$ cat config.mk
export PLATFORM = sky130hd
export DESIGN_NAME = cache_fill_flat
export DESIGN_NICKNAME = d
export VERILOG_FILES = /design/src/rtl/cache_fill_if.sv /design/src/rtl/cache_fill.sv /design/src/flat_wrapper.sv
export SDC_FILE = /design/constraint.sdc
export NUM_CORES = 1
export LEC_CHECK = 0
export ABC_AREA = 1
export CAP_MARGIN = 20
export CORE_ASPECT_RATIO = 0.75
export CORE_UTILIZATION = 46
export DETAILED_ROUTE_END_ITERATION = 12
export PLACE_DENSITY = 0.91
export SLEW_MARGIN = 40
export SYNTH_ARGS = -nofsm -noshare
export SYNTH_HDL_FRONTEND = slang
export SYNTH_SLANG_ARGS = --single-unit
$ cat constraint.sdc
create_clock -name clock -period 3.69 [get_ports clock]
set_input_delay 0.738 -clock clock [delete_from_list [all_inputs] [get_ports clock]]
set_output_delay 0.738 -clock clock [all_outputs]
set_load 0.05 [all_outputs]
$ cat src/rtl/cache_fill_if.sv
// Bundle of the miss, memory-read, data-RAM write and fill-status signals of cache_fill.
// master = the fill engine; slave = the surrounding cache/memory environment.
interface cache_fill_if #(
    parameter int IDX = 6,
    parameter int OFS = 4,
    parameter int WOR = 32,
    parameter int TAG = 20
);
    logic           miss_req;
    logic [TAG-1:0] miss_tag;
    logic [IDX-1:0] miss_index;
    logic [OFS-1:0] miss_offset;

    // mem_req is held with a stable mem_addr until mem_ack is sampled high on a posedge;
    // each such cycle transfers exactly one word on mem_rdata, with no queuing of requests.
    logic           mem_req;
    logic [31:0]    mem_addr;
    logic           mem_ack;
    logic [WOR-1:0] mem_rdata;

    logic [IDX-1:0] ram_index;
    logic [OFS-1:0] ram_offset_write;
    logic [WOR-1:0] ram_data_in;
    logic           ram_do_write;

    logic           crit_valid;
    logic [WOR-1:0] crit_data;
    logic           fill_busy;
    logic           fill_done;

    // Encoded FSM state, for observation only.
    logic [1:0]     state_dbg;

    modport master (
        input  miss_req, miss_tag, miss_index, miss_offset, mem_ack, mem_rdata,
        output mem_req, mem_addr, ram_index, ram_offset_write, ram_data_in, ram_do_write,
               crit_valid, crit_data, fill_busy, fill_done, state_dbg
    );

    modport slave (
        output miss_req, miss_tag, miss_index, miss_offset, mem_ack, mem_rdata,
        input  mem_req, mem_addr, ram_index, ram_offset_write, ram_data_in, ram_do_write,
               crit_valid, crit_data, fill_busy, fill_done, state_dbg
    );
endinterface

$ cat src/rtl/cache_fill.sv
// Cache line fill engine: fetches 2**OFS words per miss and writes them to the data RAM.
// Define CACHE_FILL_CRITICAL_WORD_FIRST_EN to start fetching at the missed word instead of word 0.
module cache_fill #(
    parameter int IDX = 6,
    parameter int OFS = 4,
    parameter int WOR = 32,
    parameter int TAG = 20
) (
    input  logic          clock,
    input  logic          reset,
    cache_fill_if.master  bus
);
    typedef enum logic [1:0] {
        IDLE  = 2'd0,
        FETCH = 2'd1,
        DONE  = 2'd2
    } state_t;

    localparam logic [OFS-1:0] OFS_ONE = OFS'(1);

    state_t         state_q, state_d;
    logic [TAG-1:0] tag_q;
    logic [IDX-1:0] idx_q;
    logic [OFS-1:0] miss_ofs_q;
    logic [OFS-1:0] cur_ofs_q;
    logic [OFS-1:0] count_q;
    logic [OFS-1:0] start_ofs;
    logic           ack_fetch;
    logic           last_ack;

`ifdef CACHE_FILL_CRITICAL_WORD_FIRST_EN
    assign start_ofs = bus.miss_offset;
`else
    assign start_ofs = '0;
`endif

    // Acks outside FETCH never reach the datapath.
    assign ack_fetch = (state_q == FETCH) && bus.mem_ack;
    assign last_ack  = ack_fetch && (count_q == '1);

    always_ff @(posedge clock) begin
        if (reset) begin
            state_q <= IDLE;
        end else begin
            state_q <= state_d;
        end
    end

    always_comb begin
        state_d = state_q;
        case (state_q)
            IDLE:    if (bus.miss_req) state_d = FETCH;
            FETCH:   if (last_ack)     state_d = DONE;
            DONE:    state_d = IDLE;
            default: state_d = IDLE;
        endcase
    end

    always_ff @(posedge clock) begin
        if (reset) begin
            tag_q                <= '0;
            idx_q                <= '0;
            miss_ofs_q           <= '0;
            cur_ofs_q            <= '0;
            count_q              <= '0;
            bus.ram_index        <= '0;
            bus.ram_offset_write <= '0;
            bus.ram_data_in      <= '0;
            bus.ram_do_write     <= 1'b0;
            bus.crit_valid       <= 1'b0;
            bus.crit_data        <= '0;
        end else begin
            bus.ram_do_write <= 1'b0;
            bus.crit_valid   <= 1'b0;
            if ((state_q == IDLE) && bus.miss_req) begin
                tag_q      <= bus.miss_tag;
                idx_q      <= bus.miss_index;
                miss_ofs_q <= bus.miss_offset;
                cur_ofs_q  <= start_ofs;
                count_q    <= '0;
            end
            if (ack_fetch) begin
                bus.ram_index        <= idx_q;
                bus.ram_offset_write <= cur_ofs_q;
                bus.ram_data_in      <= bus.mem_rdata;
                bus.ram_do_write     <= 1'b1;
                cur_ofs_q            <= cur_ofs_q + OFS_ONE;
                count_q              <= count_q + OFS_ONE;
                // The missed word is forwarded alongside its RAM write.
                if (cur_ofs_q == miss_ofs_q) begin
                    bus.crit_valid <= 1'b1;
                    bus.crit_data  <= bus.mem_rdata;
                end
            end
        end
    end

    assign bus.mem_req   = (state_q == FETCH);
    assign bus.mem_addr  = (state_q == FETCH) ? {tag_q, idx_q, cur_ofs_q, 2'b00} : 32'd0;
    assign bus.fill_busy = (state_q != IDLE);
    assign bus.fill_done = (state_q == DONE);
    assign bus.state_dbg = state_q;
endmodule
$ cat src/flat_wrapper.sv
// flat-port wrapper written by rule: the top's interface ports become plain ports
module cache_fill_flat 
#(
    parameter int IDX = 6,
    parameter int OFS = 4,
    parameter int WOR = 32,
    parameter int TAG = 20
)
  (clock, reset, bus_miss_req, bus_miss_tag, bus_miss_index, bus_miss_offset, bus_mem_ack, bus_mem_rdata, bus_mem_req, bus_mem_addr, bus_ram_index, bus_ram_offset_write, bus_ram_data_in, bus_ram_do_write, bus_crit_valid, bus_crit_data, bus_fill_busy, bus_fill_done, bus_state_dbg);
  cache_fill_if #(.IDX(IDX), .OFS(OFS), .WOR(WOR), .TAG(TAG)) bus_i ();
  input  logic clock;
  input  logic reset;
  input wire logic [$bits(bus_i.miss_req)-1:0] bus_miss_req;
  input wire logic [$bits(bus_i.miss_tag)-1:0] bus_miss_tag;
  input wire logic [$bits(bus_i.miss_index)-1:0] bus_miss_index;
  input wire logic [$bits(bus_i.miss_offset)-1:0] bus_miss_offset;
  input wire logic [$bits(bus_i.mem_ack)-1:0] bus_mem_ack;
  input wire logic [$bits(bus_i.mem_rdata)-1:0] bus_mem_rdata;
  output wire logic [$bits(bus_i.mem_req)-1:0] bus_mem_req;
  output wire logic [$bits(bus_i.mem_addr)-1:0] bus_mem_addr;
  output wire logic [$bits(bus_i.ram_index)-1:0] bus_ram_index;
  output wire logic [$bits(bus_i.ram_offset_write)-1:0] bus_ram_offset_write;
  output wire logic [$bits(bus_i.ram_data_in)-1:0] bus_ram_data_in;
  output wire logic [$bits(bus_i.ram_do_write)-1:0] bus_ram_do_write;
  output wire logic [$bits(bus_i.crit_valid)-1:0] bus_crit_valid;
  output wire logic [$bits(bus_i.crit_data)-1:0] bus_crit_data;
  output wire logic [$bits(bus_i.fill_busy)-1:0] bus_fill_busy;
  output wire logic [$bits(bus_i.fill_done)-1:0] bus_fill_done;
  output wire logic [$bits(bus_i.state_dbg)-1:0] bus_state_dbg;
  assign bus_i.miss_req = bus_miss_req;
  assign bus_i.miss_tag = bus_miss_tag;
  assign bus_i.miss_index = bus_miss_index;
  assign bus_i.miss_offset = bus_miss_offset;
  assign bus_i.mem_ack = bus_mem_ack;
  assign bus_i.mem_rdata = bus_mem_rdata;
  assign bus_mem_req = bus_i.mem_req;
  assign bus_mem_addr = bus_i.mem_addr;
  assign bus_ram_index = bus_i.ram_index;
  assign bus_ram_offset_write = bus_i.ram_offset_write;
  assign bus_ram_data_in = bus_i.ram_data_in;
  assign bus_ram_do_write = bus_i.ram_do_write;
  assign bus_crit_valid = bus_i.crit_valid;
  assign bus_crit_data = bus_i.crit_data;
  assign bus_fill_busy = bus_i.fill_busy;
  assign bus_fill_done = bus_i.fill_done;
  assign bus_state_dbg = bus_i.state_dbg;
  cache_fill #(.IDX(IDX), .OFS(OFS), .WOR(WOR), .TAG(TAG)) u_core (.clock(clock), .reset(reset), .bus(bus_i));
endmodule
# Word level (Yosys, flattened, before mapping)

Cells that the tools add are included.

Register bits: 116
Bits in latches: 0
RAM bits: 0
ROM bits: 0
Input bits: 66
Output and inout port bits: 113
Logic and storage cells: 39
Memories kept: 0

Add/subtract/negate cells: 2
Multipliers: 0
Divide/modulo/power cells: 0
Order comparisons: 0
Equal/unequal tests: 6
Shift-type cells: 0
Muxes and demuxes: 9
Bitwise logic cells: 1
Reductions and logical operators: 9

Operators by type and width:

| kind                  | count |
|---|---|
| $mux W32              | 1 |
| $mux W4               | 3 |
| $add A4 B1 Y4 const B | 2 |
| $eq A4 B4 Y1          | 1 |
| $eq A4 B4 Y1 const B  | 1 |
| $mux W2               | 2 |
| $pmux W2 S2           | 1 |
| $reduce_and A2 Y1     | 2 |
| $reduce_bool A2 Y1    | 2 |
| $logic_and A1 B1 Y1   | 3 |
| $eq A2 B1 Y1 const B  | 1 |
| $eq A2 B2 Y1 const B  | 1 |
| $logic_not A2 Y1      | 1 |
| $mux W1               | 2 |
| $ne A2 B1 Y1 const B  | 1 |
| $ne A2 B2 Y1 const B  | 1 |
| $reduce_or A2 Y1      | 1 |
| $not A1 Y1            | 1 |

# Depth between registers and ports, before layout

Gate-level depths: netlist (run 1).

Depth after elaboration: 5
Depth in mapped cells: 10
Depth with buffers taken out: 9

# Least setup slack after synthesis (run 1)

No wires, ideal clock.

Path type: register to output
Start: register u_core.state_q[0] (netlist: u_core.bus.state_dbg[0])
End: output bus_mem_addr[10]
Data arrival time: 1.727 ns
Required time: 2.952 ns
Setup slack: 1.225 ns
Stages on the path, launching flop included: 4
Cell sequence: dfxtp_1 nand2_1 clkbuf_1 nor2_1

Cells in the longest elaborated chain, start to end: 2

Ends and longest elaborated chain:

| what                     | line               | source |
|---|---|---|
| start: declaration       | cache_fill.sv:21   | `state_t state_q, state_d;` |
| start signal: assignment | cache_fill.sv:45   | `state_q <= state_d;` |
| $eq A2 B1 Y1             | cache_fill.sv:99   | `assign bus.mem_addr = (state_q == FETCH) ? {tag_q, idx_q, cur_ofs_q, 2'b00} : 32'd0;` |
| $mux W32                 | cache_fill.sv:99   |  |
| end: declaration         | flat_wrapper.sv:20 | `output wire logic [$bits(bus_i.mem_addr)-1:0] bus_mem_addr;` |

Every way passes these cells.

# Worst setup path after layout (run 1)

Start: register u_core.state_q[0] (netlist: u_core.bus.state_dbg[0])
End: output bus_mem_addr[18]

Same word-level chain as after synthesis.

==> metrics.txt, run 1 <==
final instance area 6710 um2; DRT antenna net count 0; dpl ws 1.128 ns; crit share post-route 81.27%; status finished clean; Overflow after GRT 0; Clk pwr share 48.7%; initial antenna violation count 0; post-synth cell types 23; Die H 85.54 um; Pwr Density 529.4 nW/um2; Worst-Skew Late Latency 0.40 ns; Final Wtd Congestion 0.7717; Port-buffer cells 176; clk slew on worst S/H paths 0.05 ns; crit path max fanout 31; Switching Share 25.05%; vias in the first global route 4316; Critical R2R Launch u_core.bus.state_dbg[1]; DR DRC count 0; CP Class reg -> out; Antenna Cells 0; placed cell areas 6083 um2; top post-synthesis cells by area dfxtp_1 54%, nand2_1 13%, a21oi_1 8.0%; reg2reg end u_core.bus.ram_index[3]; Pins Over Slew Limit 0; FF-to-FF setup slack 1.40 ns; CTS Sinks 116; Max Buffers Root-to-Sink 2; Post-CTS Setup Repair Bufs 0; leading area contributor after synthesis dfxtp_1; Initial Util 47.32%; register share of total power 37.7%; DRT Wirelength 12.80 mm; net count reported at finish 794; DIE AREA 9699 um2; synth warn 0; overall fraction of global-route tracks in use 27.58%; H-tree depth 4; CTS resizes 0; CTS Root Buffer Type clkbuf_16; area grow syn2layout 56.77%; initial DRC count 254; Die W 113.4 um; Hold WC Path Type reg -> reg; IO Count 179; Synth top area share 54.25%; RSZ-0062 raised after global routing false; final setup fails 0; Internal 2.662 mW; std cell rows 30; CTS tree done; CP Capture Type primary output; fill count 638; Max Cap Viol 0; Via density 5.067; synthesized cell area 4280 um2; TritonCTS Buffers 17; Worst-Margin Slew 0.7496 ns; CORE AREA 9046 um2; Peak VDD IR 409.5 uV; Post-Synthesis Cells 561; largest net degree at the start of global routing 51; routed vias 4393; Hold Path Cell Cnt 2; first-pass GRT wire length 20.85 mm; worst r2r path cells 8; P_leak 2.662 nW; Setup TNS Final 0 ns; sequential area share after synthesis 54.25%; crit path from u_core.bus.state_dbg[0]; FF+latch area 2322 um2; hpwl dp 8.558 mm; crit path time final 2.999 ns; Critical Path End bus_mem_addr[18]; final worst slack 0.6912 ns; Startpoint Class flip-flop; Fin. Hold Viols 0; Fmax 333.5 MHz; Net Sw Power 0.8899 mW; ratio of cells with drive above 1 in the final layout 6.225%; Final Skew 0.009098 ns; CP Data Required Time 2.95 ns; drt wl/cell 14.76 um; first-pass iteration count of the detailed router 5; critical path arrival 2.26 ns; Slew HR 49.91%; Hold-fix buffers, CTS 0; synthesized flop and latch total 116; Synth Area per Inst 7.630 um2; combinational group share of total power 13.7%; area taken by multi-input logic gates 1613 um2
-- metal layers --
metal  wire length (um)  part of all wire, %  GRT usage (%)
met5                  0                    0              0
met3                810                  6.3          7.420
met1               5227                   41          31.87
met4                380                  3.0          15.19
met2               6381                   50          46.90
-- synthesized netlist by cell type (all sizes together) --
library cell / number
nand2: 151
dfxtp: 116
a21oi: 68
nor2: 46
inv: 45
o21ai: 44
nand3: 43
clkbuf: 21
buf: 16
nor3: 4
ha: 2
clkinv: 1
conb: 1
o211ai: 1
o21a: 1
o31ai: 1
-- cell usage in the layout, fill, tap and decap left out, types with 2 or more instances in the layout --
cell             netlist  layout
nor3_1                 4       4
bufinv_16              0       4
nand2_1              150     149
clkdlybuf4s50_1        0     175
clkbuf_1              21       2
o21ai_0               44      44
ha_1                   2       2
clkbuf_16              0      17
conb_1                 1       2
dfxtp_1              116     116
buf_4                  2       5
nand3_1               42      42
inv_2                  3       4
nor2_1                45      45
clkinv_2               1       6
clkbuf_8               0       3
inv_1                 42      41
a21oi_1               68      68
-- cell type report --
cell class              count  share of cell area [%]
inverters                  46                   2.592
flip-flops and latches    116                   34.61
clock buffers              22                   7.067
multi-input cells         363                   24.04
clock inverters            10                   2.275
repair buffers            182                   27.04
well taps                 128                   2.387
-- power by group through the flow --
stage          Combinational, mW  Clock [mW]  Sequential (mW)
6_report                   0.486        1.73             1.34
5_1_grt                    0.518        1.80             1.34
4_1_cts                    0.486        1.75             1.34
3_5_place_dp               0.482           0             1.36
3_3_place_gp               0.470           0             1.36
2_1_floorplan              0.190           0             1.46
-- worst min-delay path by stage --
stage / startpoint / end / slack (ns)
5_1_grt: u_core.tag_q[11] / u_core.tag_q[11] / 0.47
6_report: u_core.tag_q[13] / u_core.tag_q[13] / 0.45
2_1_floorplan: u_core.tag_q[10] / u_core.tag_q[10] / 0.43
3_5_place_dp: u_core.tag_q[13] / u_core.tag_q[13] / 0.44
4_1_cts: u_core.tag_q[13] / u_core.tag_q[13] / 0.45
3_3_place_gp: u_core.tag_q[19] / u_core.tag_q[19] / 0.44
-- cell families (layout without fill, tap and decap cells) --
logic type	after synthesis	count (layout)	share of synthesized area (%)
adder cells (fa/ha/maj)	2	2	0.5845
AND/OR/NAND/NOR	244	244	23.24
other	1	2	0.08761
flip-flops	116	116	54.25
buffers and inverters	83	260	8.214
AO/OA/AOI/OAI	115	115	13.62
-- registers in the layout (all words and copies together), names as in the netlist --
| name | count |
|---|---|
| u_core.bus.crit_data | 32 |
| u_core.cur_ofs_q | 4 |
| u_core.bus.ram_offset_write | 4 |
| u_core.bus.ram_do_write | 1 |
| u_core.bus.crit_valid | 1 |
| u_core.bus.ram_index | 6 |
| u_core.tag_q | 20 |
| u_core.idx_q | 6 |
| u_core.bus.ram_data_in | 32 |
| u_core.miss_ofs_q | 4 |
| u_core.bus.state_dbg | 2 |
| u_core.count_q | 4 |
-- worst max-delay path, cell delays in order (launching register included) --
cell             delay (ns)
dfxtp_1                0.38
nand2_2                0.36
nor2_1                 0.26
clkdlybuf4s50_1        0.85
-- stage by stage --
step	util, %	power (mW)	std cells	hold WS (ns)
CTS	74.18	3.571	867	0.4494
floorplan	-	1.648	562	0.4300
global route	74.18	3.664	867	0.4720
global placement	67.22	1.829	835	0.4438
finish	74.18	3.552	867	0.4512
detailed placement	67.25	1.844	835	0.4416
(Power assumes the default switching activity.)
==> inputs of run 2 (changes only) <==
Settings changed: CORE_UTILIZATION 46 to 38, PLACE_DENSITY 0.91 to 0.81.
Clock period 3.69 ns to 2.5 ns, I/O delays scaled along.
==> metrics.txt, run 2 (synthesis results as in run 1) <==
status finished clean; largest net degree at the start of global routing 43 (-16%); drt wl/cell 14.02 um (-5.0%); Antenna Cells 0 (unchanged); Worst-Margin Slew 0.5380 ns (-0.2116 ns); routed vias 4313 (-1.8%); Fmax 434.3 MHz; Internal 3.948 mW (+48%); area grow syn2layout 64.60%; IO Count 179 (unchanged); Slew HR 64.02% (+14 points); Die W 124.6 um (+9.8%); initial antenna violation count 0 (unchanged); Setup TNS Final 0 ns (unchanged); Hold WC Path Type reg -> reg; CORE AREA 10940 um2 (+21%); DRT antenna net count 0 (unchanged); Max Buffers Root-to-Sink 2 (unchanged); CTS tree done; final setup fails 0 (unchanged); H-tree depth 4 (unchanged); CTS Root Buffer Type clkbuf_16; crit share post-route 92.10%; vias in the first global route 4148 (-3.9%); CTS resizes 0 (unchanged); std cell rows 33 (+10%); largest registers u_core.bus.crit_data x32, u_core.bus.ram_data_in x32, u_core.tag_q x20; Hold Slack 0.4499 ns (-0.001297 ns); commonest non-fill, non-tap cell in the layout nand2_1; register share of total power 37.6% (about the same); CP Data Required Time 2.00 ns (-0.95 ns); Clk pwr share 48.0% (-0.7 points); crit path max fanout 3 (-90%); crit path from u_core.bus.state_dbg[1]; Overflow after GRT 0 (unchanged); Fin. Hold Viols 0 (unchanged); crit path time final 2.302 ns; RSZ-0062 raised after global routing false; Pins Over Slew Limit 0 (unchanged); Final Wtd Congestion 0.7868 (+2.0%); Post-CTS Setup Repair Bufs 0 (unchanged); Die H 93.92 um (+9.8%); Port-buffer cells 176 (unchanged); Initial Util 39.12% (-8.2 points); first-pass GRT wire length 20.01 mm (-4.0%); ratio of cells with drive above 1 in the final layout 10.63% (+4.4 points); Switching Share 24.95% (-0.098 points); DRT Wirelength 12.38 mm (-3.3%); CP Class reg -> out; Critical R2R Launch u_core.bus.state_dbg[1]; net count reported at finish 798 (+0.50%); Via density 4.884 (-3.6%); Peak VDD IR 452.0 uV (+10%); initial DRC count 231 (-9.1%); P_leak 2.817 nW (+5.8%); clk slew on worst S/H paths 0.05 ns (about the same); Final Skew 0.008651 ns (-0.0004466 ns); Startpoint Class flip-flop; Final Util 64.39% (-9.8 points); CTS Sinks 116 (unchanged); commonest non-fill, non-tap cells in the layout 149 x nand2_1, 144 x clkdlybuf4s50_1, 116 x dfxtp_1; hold path startpoint u_core.tag_q[10]; Pwr Density 746.7 nW/um2 (+41%); DIE AREA 11700 um2 (+21%); CP Capture Type primary output; first-pass iteration count of the detailed router 5 (unchanged); Worst-Skew Late Latency 0.40 ns (about the same); TritonCTS Buffers 17 (unchanged); fill count 856 (+34%); Design Power 5.261 mW (+48%); Net Sw Power 1.313 mW (+48%); critical path arrival 1.80 ns (-0.46 ns); Max Cap Viol 0 (unchanged); overall fraction of global-route tracks in use 21.62% (-6.0 points); combinational group share of total power 14.4% (+0.7 points); DR DRC count 0 (unchanged); hpwl dp 8.548 mm (-0.12%); Hold-fix buffers, CTS 0 (unchanged)
[run 2: cell types whose count changed in the layout (fill, tap and decap cells not counted), sizes merged]
cell           change
buf               +35
clkbuf             +1
clkdlybuf4s50     -31
clkinv             -1
[run 2: final timing paths]
kind,cells after the start,slack [ns],to
min,2,0.45,u_core.tag_q[10]
max reg2reg,10,0.53,u_core.count_q[2]
max,3,0.20,bus_fill_done
min reg2reg,2,0.45,u_core.tag_q[10]
[run 2: per-layer routing]
metal / wire length (um) / global-route usage (%) / vias to the layer above / share of wire (%)
li1: - / - / 2125 / -
met1: 5356 / 26.02 / 1986 / 43
met5: 0 / 0 / - / 0
met2: 5890 / 36.42 / 182 / 48
met3: 945 / 6.321 / 20 / 7.6
met4: 188 / 8.635 / 0 / 1.5
[run 2: power by group through the flow]
stage / sequential, mW / clock (mW) / combinational, mW
2_1_floorplan: 2.15 / 0 / 0.281
3_3_place_gp: 2.01 / 0 / 0.748
3_5_place_dp: 2.01 / 0 / 0.759
4_1_cts: 1.97 / 2.57 / 0.763
5_1_grt: 1.98 / 2.65 / 0.812
6_report: 1.98 / 2.53 / 0.759
[run 2: through the flow]
step | cell area, um2 | setup WS, ns | instances
6_report | 7046 | 0.1976 | 883
5_1_grt | 7046 | 0.1516 | 883
4_1_cts | 7046 | 0.1867 | 883
3_5_place_dp | 6426 | 0.3971 | 851
3_3_place_gp | 6426 | 0.4275 | 851
2_1_floorplan | 4284 | 0.2732 | 562
[run 2: area by class of cell]
cell class | count | area (um2) | area share (%)
flip-flops and latches | 116 | 2322 | 32.96
repair buffers | 186 | 2142 | 30.40
well taps | 140 | 175.2 | 2.486
clock buffers | 23 | 467.9 | 6.642
multi-input cells | 363 | 1613 | 22.89
clock inverters | 9 | 151.4 | 2.149
inverters | 46 | 173.9 | 2.468
[run 2: critical path, stage by stage, from the launching register on]
cell and delay (ns):
dfxtp_1 0.37, inv_2 0.05, nor2_1 0.14, clkdlybuf4s50_1 0.84
==> inputs of run 3 (changes only) <==
--- a/config.mk
+++ b/config.mk
@@ -11,5 +11,6 @@
 export CORE_UTILIZATION = 38
 export DETAILED_ROUTE_END_ITERATION = 12
-export PLACE_DENSITY = 0.81
+export PLACE_DENSITY = 0.75
+export REMOVE_ABC_BUFFERS = 1
 export SLEW_MARGIN = 40
 export SYNTH_ARGS = -nofsm -noshare
==> constraint.sdc (replaced) <==
create_clock -name clock -period 2.5 [get_ports clock]
set_input_delay 0.375 -clock clock [delete_from_list [all_inputs] [get_ports clock]]
set_output_delay 0.375 -clock clock [all_outputs]
set_load 0.05 [all_outputs]
==> metrics.txt, run 3 (synthesis results as in run 1) <==
commonest non-fill, non-tap cell in the layout nand2_1; final instance area 6824 um2 (-3.1%); Worst-Margin Slew 0.5659 ns (+0.02791 ns); DRT antenna net count 0 (unchanged); Max Cap Viol 0 (unchanged); fill count 935 (+9.2%); combinational group share of total power 14.2% (-0.2 points); Initial Util 39.12% (unchanged); H-tree depth 4 (unchanged); Net Sw Power 1.310 mW (-0.24%); status finished clean; CP Capture Type primary output; largest net degree at the start of global routing 38 (-12%); IO Count 179 (unchanged); crit path cell chain nor2_1 -> inv_1 -> clkdlybuf4s50_1; CTS resizes 0 (unchanged); Die W 124.6 um (unchanged); CP Class reg -> out; initial antenna violation count 0 (unchanged); area grow syn2layout 59.43%; first-pass iteration count of the detailed router 5 (unchanged); Worst-Skew Late Latency 0.41 ns (about the same); std cell rows 33 (unchanged); Die H 93.92 um (unchanged); Final Wtd Congestion 0.7905 (+0.47%); Slowest cell on crit path clkdlybuf4s50_1; CORE AREA 10940 um2 (unchanged); vias in the first global route 3891 (-6.2%); hpwl dp 7.977 mm (-6.7%); Hold-fix buffers, CTS 0 (unchanged); Critical R2R Launch u_core.bus.state_dbg[0]; CTS Root Buffer Type clkbuf_16; crit path max fanout 4 (+1); Via density 4.722 (-3.3%); FF+latch area 2322 um2 (unchanged); hold path startpoint u_core.tag_q[13]; Peak VDD IR 418.4 uV (-7.4%); CTS tree done; Max Buffers Root-to-Sink 2 (unchanged); Switching Share 25.57% (+0.61 points); final setup fails 0 (unchanged); routed vias 4165 (-3.4%); CP max stage delay 0.79 ns (-0.05 ns); ratio of cells with drive above 1 in the final layout 10.78% (+0.15 points); Fmax 474.9 MHz (+9.4%); Final Util 62.37% (-2.0 points); DIE AREA 11700 um2 (unchanged); crit share post-route 84.22% (-7.9 points); CTS Sinks 116 (unchanged); Hold Slack 0.4514 ns (+0.001489 ns); Antenna Cells 0 (unchanged); Post-CTS Setup Repair Bufs 0 (unchanged); Pwr Density 750.6 nW/um2 (+0.52%); Clk pwr share 47.3% (-0.7 points); Fin. Hold Viols 0 (unchanged); Pins Over Slew Limit 0 (unchanged); Hold WC Path Type reg -> reg; net count reported at finish 797 (-0.13%); drt wl/cell 13.07 um (-6.8%); Overflow after GRT 0 (unchanged); Startpoint Class flip-flop; DR DRC count 0 (unchanged); crit path time final 2.106 ns (-0.1969 ns); initial DRC count 175 (-24%); crit path from u_core.bus.state_dbg[0]; critical path arrival 1.73 ns (-0.07 ns); area taken by multi-input logic gates 1613 um2 (unchanged); overall fraction of global-route tracks in use 20.34% (-1.3 points); TritonCTS Buffers 17 (unchanged); first-pass GRT wire length 18.71 mm (-6.5%); register share of total power 38.5% (+0.9 points); DRT Wirelength 11.53 mm (-6.9%); CP Data Required Time 2.12 ns (+0.12 ns); Final Skew 0.009000 ns (+0.0003491 ns); RSZ-0062 raised after global routing false; clk slew on worst S/H paths 0.05 ns (about the same); placed cell areas 6231 um2 (-3.0%); Slew HR 62.27% (-1.7 points); P_leak 2.767 nW (-1.8%); largest registers u_core.bus.crit_data x32, u_core.bus.ram_data_in x32, u_core.tag_q x20; Port-buffer cells 176 (unchanged); Internal 3.813 mW (-3.4%); commonest non-fill, non-tap cells in the layout 149 x nand2_1, 144 x clkdlybuf4s50_1, 116 x dfxtp_1
[run 3: changes by cell type in the layout (fill, tap and decap cells not counted)]
cell	previous run	this run
buf_12	31	16
buf_4	10	24
bufinv_16	4	3
clkbuf_1	4	2
clkinv_2	4	8
clkinv_4	1	0
[run 3: worst max-delay path: cells and delay by family (launching register included)]
kind	cells	cell delay [ns]
buffers and inverters	2	0.85
DFF	1	0.38
and+or+nand+nor	1	0.10
[run 3: final timing paths]
check / endpoint / slack, ns / cells after the start
setup / recovery: bus_fill_busy / 0.39 / 3
setup reg to reg: u_core.bus.crit_data[27] / 0.83 / 9
hold reg to reg: u_core.tag_q[13] / 0.45 / 2
hold / removal: u_core.tag_q[13] / 0.45 / 2
[run 3: area by class of cell]
| type | instances | share of cell area (%) |
|---|---|---|
| Clock inverter | 11 | 1.944 |
| Tap cell | 140 | 2.567 |
| Inverter | 46 | 2.549 |
| Multi-Input combinational cell | 363 | 23.63 |
| Sequential cell | 116 | 34.03 |
| Timing Repair Buffer | 185 | 28.53 |
| Clock buffer | 21 | 6.747 |
[run 3: power groups by stage]
stage	Clock [mW]	Combinational (mW)	Sequential (mW)
finish	2.42	0.725	1.97
global route	2.55	0.778	1.98
CTS	2.47	0.729	1.97
global placement	0	0.717	2.01
detailed placement	0	0.726	2.01
floorplan	0	0.253	2.15
[run 3: metrics by stage]
stage	instances	setup slack [ns]	total power, mW	TNS, ns
4_1_cts	882	0.3730	5.175	0
5_1_grt	882	0.3478	5.311	0
2_1_floorplan	525	-0.9402	2.404	-34.75
6_report	882	0.3945	5.122	0
3_5_place_dp	850	0.5305	2.737	0
3_3_place_gp	850	0.5921	2.726	0
[run 3: metal layers]
| layer | GRT usage (%) | routed length, um | up-vias |
|---|---|---|---|
| li1 | - | - | 2121 |
| met1 | 24.68 | 5316 | 1881 |
| met2 | 32.23 | 5200 | 151 |
| met3 | 7.517 | 862 | 12 |
| met4 | 9.237 | 150 | 0 |
| met5 | 0 | 0 | - |
